===== config.mk =====
export PLATFORM = sky130hd
export DESIGN_NAME = de_pipe_reg
export DESIGN_NICKNAME = d
export VERILOG_FILES = /design/src/rtl/de_pipe_reg.sv
export SDC_FILE = /design/constraint.sdc
export NUM_CORES = 1
export LEC_CHECK = 0
export ABC_AREA = 1
export BUFFER_PORTS_ARGS = -buffer_cell sky130_fd_sc_hd__buf_2
export CAP_MARGIN = 20
export CELL_PAD_IN_SITES_DETAIL_PLACEMENT = 0
export CELL_PAD_IN_SITES_GLOBAL_PLACEMENT = 1
export CORE_MARGIN = 2
export CORE_UTILIZATION = 32
export DETAILED_ROUTE_END_ITERATION = 10
export PLACE_DENSITY = 0.85
export SETUP_SLACK_MARGIN = 0.4
export SYNTH_ARGS = -nofsm -noshare
export SYNTH_HDL_FRONTEND = slang
export SYNTH_SLANG_ARGS = --single-unit
export TNS_END_PERCENT = 100

===== constraint.sdc =====
create_clock -name clk_i -period 2.85 [get_ports clk_i]
set_input_delay 0.855 -clock clk_i [delete_from_list [all_inputs] [get_ports clk_i]]
set_output_delay 0.855 -clock clk_i [all_outputs]
set_load 0.02 [all_outputs]

===== src/rtl/de_pipe_reg.sv =====
// Decode-to-execute pipeline register with stall hold and flush bubble insertion.
// Optional stall/flush event counters are enabled by defining DE_PERF_CNT_EN.
module de_pipe_reg #(
   parameter int unsigned XLEN  = 32,
   parameter int unsigned REGW  = 5,
   parameter int unsigned CTRLW = 8
) (
   input  logic             clk_i,
   input  logic             rst_i,
   input  logic [XLEN-1:0]  pc_d,
   input  logic [31:0]      inst_d,
   input  logic [REGW-1:0]  rs1_d,
   input  logic [REGW-1:0]  rs2_d,
   input  logic [REGW-1:0]  rd_d,
   input  logic [XLEN-1:0]  rdata1_d,
   input  logic [XLEN-1:0]  rdata2_d,
   input  logic [XLEN-1:0]  imm_d,
   input  logic [CTRLW-1:0] ctrl_d,
   input  logic             stall_fd,
   input  logic             flush,
   output logic [XLEN-1:0]  pc_e,
   output logic [31:0]      inst_e,
   output logic [REGW-1:0]  rs1_e,
   output logic [REGW-1:0]  rs2_e,
   output logic [REGW-1:0]  rd_e,
   output logic [XLEN-1:0]  rdata1_e,
   output logic [XLEN-1:0]  rdata2_e,
   output logic [XLEN-1:0]  imm_e,
   output logic [CTRLW-1:0] ctrl_e,
   output logic             valid_e
`ifdef DE_PERF_CNT_EN
   ,
   output logic [31:0]      stall_cnt,
   output logic [31:0]      flush_cnt
`endif
);

   localparam logic [31:0] NOP_INST = 32'h0000_0013;

   // Reset and flush both leave an addi x0,x0,0 bubble with no write-back.
   always_ff @(posedge clk_i) begin
      if (!rst_i || flush) begin
         pc_e     <= '0;
         inst_e   <= NOP_INST;
         rs1_e    <= '0;
         rs2_e    <= '0;
         rd_e     <= '0;
         rdata1_e <= '0;
         rdata2_e <= '0;
         imm_e    <= '0;
         ctrl_e   <= '0;
         valid_e  <= 1'b0;
      end else if (!stall_fd) begin
         pc_e     <= pc_d;
         inst_e   <= inst_d;
         rs1_e    <= rs1_d;
         rs2_e    <= rs2_d;
         rd_e     <= rd_d;
         rdata1_e <= rdata1_d;
         rdata2_e <= rdata2_d;
         imm_e    <= imm_d;
         ctrl_e   <= ctrl_d;
         valid_e  <= 1'b1;
      end
   end

`ifdef DE_PERF_CNT_EN
   // A cycle with both requests is a load-use bubble, so it counts as a flush only.
   always_ff @(posedge clk_i) begin
      if (!rst_i) begin
         stall_cnt <= '0;
         flush_cnt <= '0;
      end else if (flush) begin
         flush_cnt <= flush_cnt + 32'd1;
      end else if (stall_fd) begin
         stall_cnt <= stall_cnt + 32'd1;
      end
   end
`endif

endmodule


==> results_tabular.tex <==
\begin{tabular}{lr}
\hline
Metric & Value \\
\hline
\multicolumn{2}{l}{\textbf{Pwr}} \\
Sequential power share & 0.473 \\
Clock group share of total power & 0.424 \\
Net Sw Frac & 0.250 \\
Power density over cell area & between 600 and 700 nW/µm² \\
Cell Int Power & between 4 and 5 mW \\
Peak ir drop on the vdd network & 0.457 mV \\
Net switching power of the design & $\sim$1.4 mW \\
Comb pwr share & 0.103 \\
Leakage power summed over all cells & roughly 4.3 nW \\
\multicolumn{2}{l}{\textbf{Worst setup path}} \\
Critical Path, Cell by Cell & buf\_2 \\
Crit-path leading delay family & flip-flops \\
Type of the setup path with the least slack & register to output port \\
Highest fanout seen on the critical path & 2 \\
Buf/Inv on CP & 1 \\
Startpoint types & register \\
Type of destination of the critical path & output port \\
Required time of the critical path & 2.00 ns \\
Max stage delay on crit path & roughly 0.4 ns \\
Slowest-stage cell, CP & sky130\_fd\_sc\_hd\_\_dfxtp\_1 \\
Reg-to-reg slack, setup & 2.12 ns \\
Arr. time, crit path & just over 1 ns \\
\multicolumn{2}{l}{\textbf{Synthesis}} \\
Portion of the post-synthesis area used by sequential elements & 0.580 \\
Cells after synthesis & about 800 \\
Most frequent cells after synthesis & 367 x sky130\_fd\_sc\_hd\_\_nand2\_1, 184 x sky130\_fd\_sc\_hd\_\_dfxtp\_1, 180 x sky130\_fd\_sc\_hd\_\_a21oi\_1, 27 x sky130\_fd\_sc\_hd\_\_buf\_2, 13 x sky130\_fd\_sc\_hd\_\_clkbuf\_1 \\
Synthesized netlist net count & around 990 \\
Cell Area, Synth & 6350 µm² \\
Count of state elements after synthesis & between 150 and 200 \\
Count leader, synth & sky130\_fd\_sc\_hd\_\_nand2\_1 \\
Post-synth top area cell & sky130\_fd\_sc\_hd\_\_dfxtp\_1 \\
Main area contributors after synthesis & sky130\_fd\_sc\_hd\_\_dfxtp\_1 58\%, sky130\_fd\_sc\_hd\_\_nand2\_1 22\%, sky130\_fd\_sc\_hd\_\_a21oi\_1 14\% \\
EDFF count, synth & 0 \\
Async S/R FF share, synth & 0 \\
Avg Inst Size Synth & 7.95 µm² \\
Portion of synthesized cell area occupied by the leading cell type & 0.580 \\
Number of warnings printed during yosys synthesis & 0 \\
Number of distinct library cells after synthesis & 12 \\
Flip-flop cell with the highest count after synthesis & sky130\_fd\_sc\_hd\_\_dfxtp\_1 \\
\multicolumn{2}{l}{\textbf{GRT}} \\
Gr ovfl total & 0 \\
Global-route wire length before repair & around 27000 µm \\
Pin count of the biggest net entering global routing & roughly 180 \\
Total routing resource utilization after global routing & 0.163 \\
Antenna violations before repair & 0 \\
Number of global-route vias before repair & 5412 \\
\multicolumn{2}{l}{\textbf{Place}} \\
Input/output buffers & 370 \\
Routability congestion estimate from global placement & around 0.72 \\
DP HPWL & about 13000 µm \\
\multicolumn{2}{l}{\textbf{Detailed routing}} \\
Routed vias & around 6.3k \\
Drt drc & 0 \\
1st-iter DRT viols & approximately 180 \\
Post-DR vias/cell & approximately 4.4 \\
TritonRoute pass-1 iters & 4 \\
Avg WL per Cell & 13.6 µm \\
Total wire length after detailed routing & 19200 µm \\
Post-detailed-route count of antenna-violating nets & 0 \\
\multicolumn{2}{l}{\textbf{Cells and area}} \\
Area delta synth->final & 40.6\% \\
Share of post-route cells with drive strength above 1 & 0.357 \\
Final core utilization & 0.459 \\
Fill cells & about 2k \\
Number of nets in the finished design & 1325 \\
\multicolumn{2}{l}{\textbf{Floorplanning}} \\
Core area & 19500 µm² \\
Die Y-Extent & roughly 140 µm \\
Starting density of the core & 0.326 \\
Chip Width & $\sim$140 µm \\
Row Count & between 50 and 60 \\
Area enclosed by the die boundary & roughly 21000 µm² \\
Number of placed I/O pins & approximately 370 \\
\multicolumn{2}{l}{\textbf{CTS}} \\
CTS tree & yes \\
Clock network latency to the later pin of the worst-skew pair & $\sim$0.42 ns \\
CTS Sinks & between 150 and 200 \\
Quantity of hold-fixing buffers added after cts & 0 \\
Count of buffers added by post-CTS timing repair for setup & 0 \\
H-tree depth & 4 \\
Total clock buffers created by CTS & 17 \\
Largest buffer count on any clock path & 2 \\
Clk slew on worst S/H paths & about 0.070 ns \\
Library cell used as clock root buffer & sky130\_fd\_sc\_hd\_\_clkbuf\_16 \\
CTS resizes & 0 \\
\multicolumn{2}{l}{\textbf{STA}} \\
Endpoints failing setup & 0 \\
RSZ-0062 raised after global routing & false \\
Clock Skew & 0 ns \\
Max-slew violation count & 0 \\
Fin Setup TNS & 0 ns \\
Minimum hold slack & 0.460 ns \\
Post-route minimum period & 1.87 ns \\
Final period util & 0.656 \\
Max Fclk & 0.535 GHz \\
Max-slew headroom at the worst pin & 0.354 \\
Transition time at the pin with the least slew margin & 0.970 ns \\
Hold violation total from the final report & 0 \\
\multicolumn{2}{l}{\textbf{Status}} \\
Result of the run & finished, final reports clean \\
\multicolumn{2}{l}{\textbf{Hold path}} \\
Worst min-delay path class & register to register \\
\multicolumn{2}{l}{\textbf{Job}} \\
Maximum capacitance violations & 0 \\
\hline
\end{tabular}
## cell families (layout without fill, tap and decap cells)
logic type,after synthesis,after routing,synth area share
simple gates,372,372,0.220
flops,184,184,0.580
compound gates,180,180,0.142
buf+inv,63,414,0.0579
other cells,0,1,0
## tightest hold or removal path: stages, from the launching register on
cell	delay (ns)
sky130_fd_sc_hd__dfxtp_1	0.31
sky130_fd_sc_hd__nand2_1	0.05
sky130_fd_sc_hd__a21oi_1	0.05
## state kept, by name, indices dropped and copies added (netlist names)
register  cells
imm_e        32
inst_e       32
pc_e         32
rdata1_e     32
rdata2_e     32
ctrl_e        8
rd_e          5
rs1_e         5
rs2_e         5
valid_e       1
## metal layers
layer  track usage  share of wire
met5             0              0
met2         0.269           0.47
met4        0.0583          0.017
met3        0.0724           0.11
met1         0.188           0.40
## path summary, 6_finish.rpt
kind	startpoint	endpoint	cells after the start
worst min-delay path	inst_e[26]	inst_e[26]	2
worst max register to register	ctrl_e[5]	ctrl_e[5]	2
worst max-delay path	ctrl_e[5]	ctrl_e[5]	1
worst min register to register	inst_e[26]	inst_e[26]	2
## power by group through the flow
| stage | logic, mW | clock network (mW) | registers (mW) |
|---|---|---|---|
| floorplan | 0.230 | 0 | 2.85 |
| global placement | 0.588 | 0 | 2.75 |
| detailed placement | 0.591 | 0 | 2.75 |
| CTS | 0.593 | 2.49 | 2.69 |
| global route | 0.644 | 2.60 | 2.70 |
| finish | 0.586 | 2.41 | 2.69 |
## cells in the final DEF, fill, tap and decap left out
cell type	count
sky130_fd_sc_hd__buf_2	369
sky130_fd_sc_hd__nand2_1	366
sky130_fd_sc_hd__dfxtp_1	184
sky130_fd_sc_hd__a21oi_1	180
sky130_fd_sc_hd__clkbuf_16	17
sky130_fd_sc_hd__buf_4	6
sky130_fd_sc_hd__inv_6	5
sky130_fd_sc_hd__buf_12	5
sky130_fd_sc_hd__clkinvlp_4	4
sky130_fd_sc_hd__nand3_1	3
sky130_fd_sc_hd__bufinv_16	3
sky130_fd_sc_hd__inv_1	2
sky130_fd_sc_hd__nor2_1	2
sky130_fd_sc_hd__clkbuf_1	2
sky130_fd_sc_hd__diode_2	1
sky130_fd_sc_hd__nand2_4	1
sky130_fd_sc_hd__clkinv_4	1
## stage by stage
step           power (mW)  cells  cell area (µm²)  worst slack (ns)
2_1_floorplan        3.08    799             6350              1.30
3_5_place_dp         3.34   1384             8330             0.845
6_report             5.69   1416             8930             0.981
4_1_cts              5.77   1415             8930             0.949
5_1_grt              5.94   1415             8930             0.936
3_3_place_gp         3.33   1384             8330             0.870
## cell type report
| cell class | instances | area (µm²) | area share |
|---|---|---|---|
| Sequential cell | 184 | 3680 | 0.412 |
| Clock buffer | 19 | 433 | 0.0485 |
| Timing Repair Buffer | 380 | 1990 | 0.223 |
| Inverter | 3 | 16.3 | 0.00182 |
| Tap cell | 265 | 332 | 0.0371 |
| Clock inverter | 12 | 164 | 0.0184 |
| Multi-Input combinational cell | 552 | 2310 | 0.258 |
| Antenna cell | 1 | 2.50 | 0.000280 |
(Power assumes the default switching activity.)
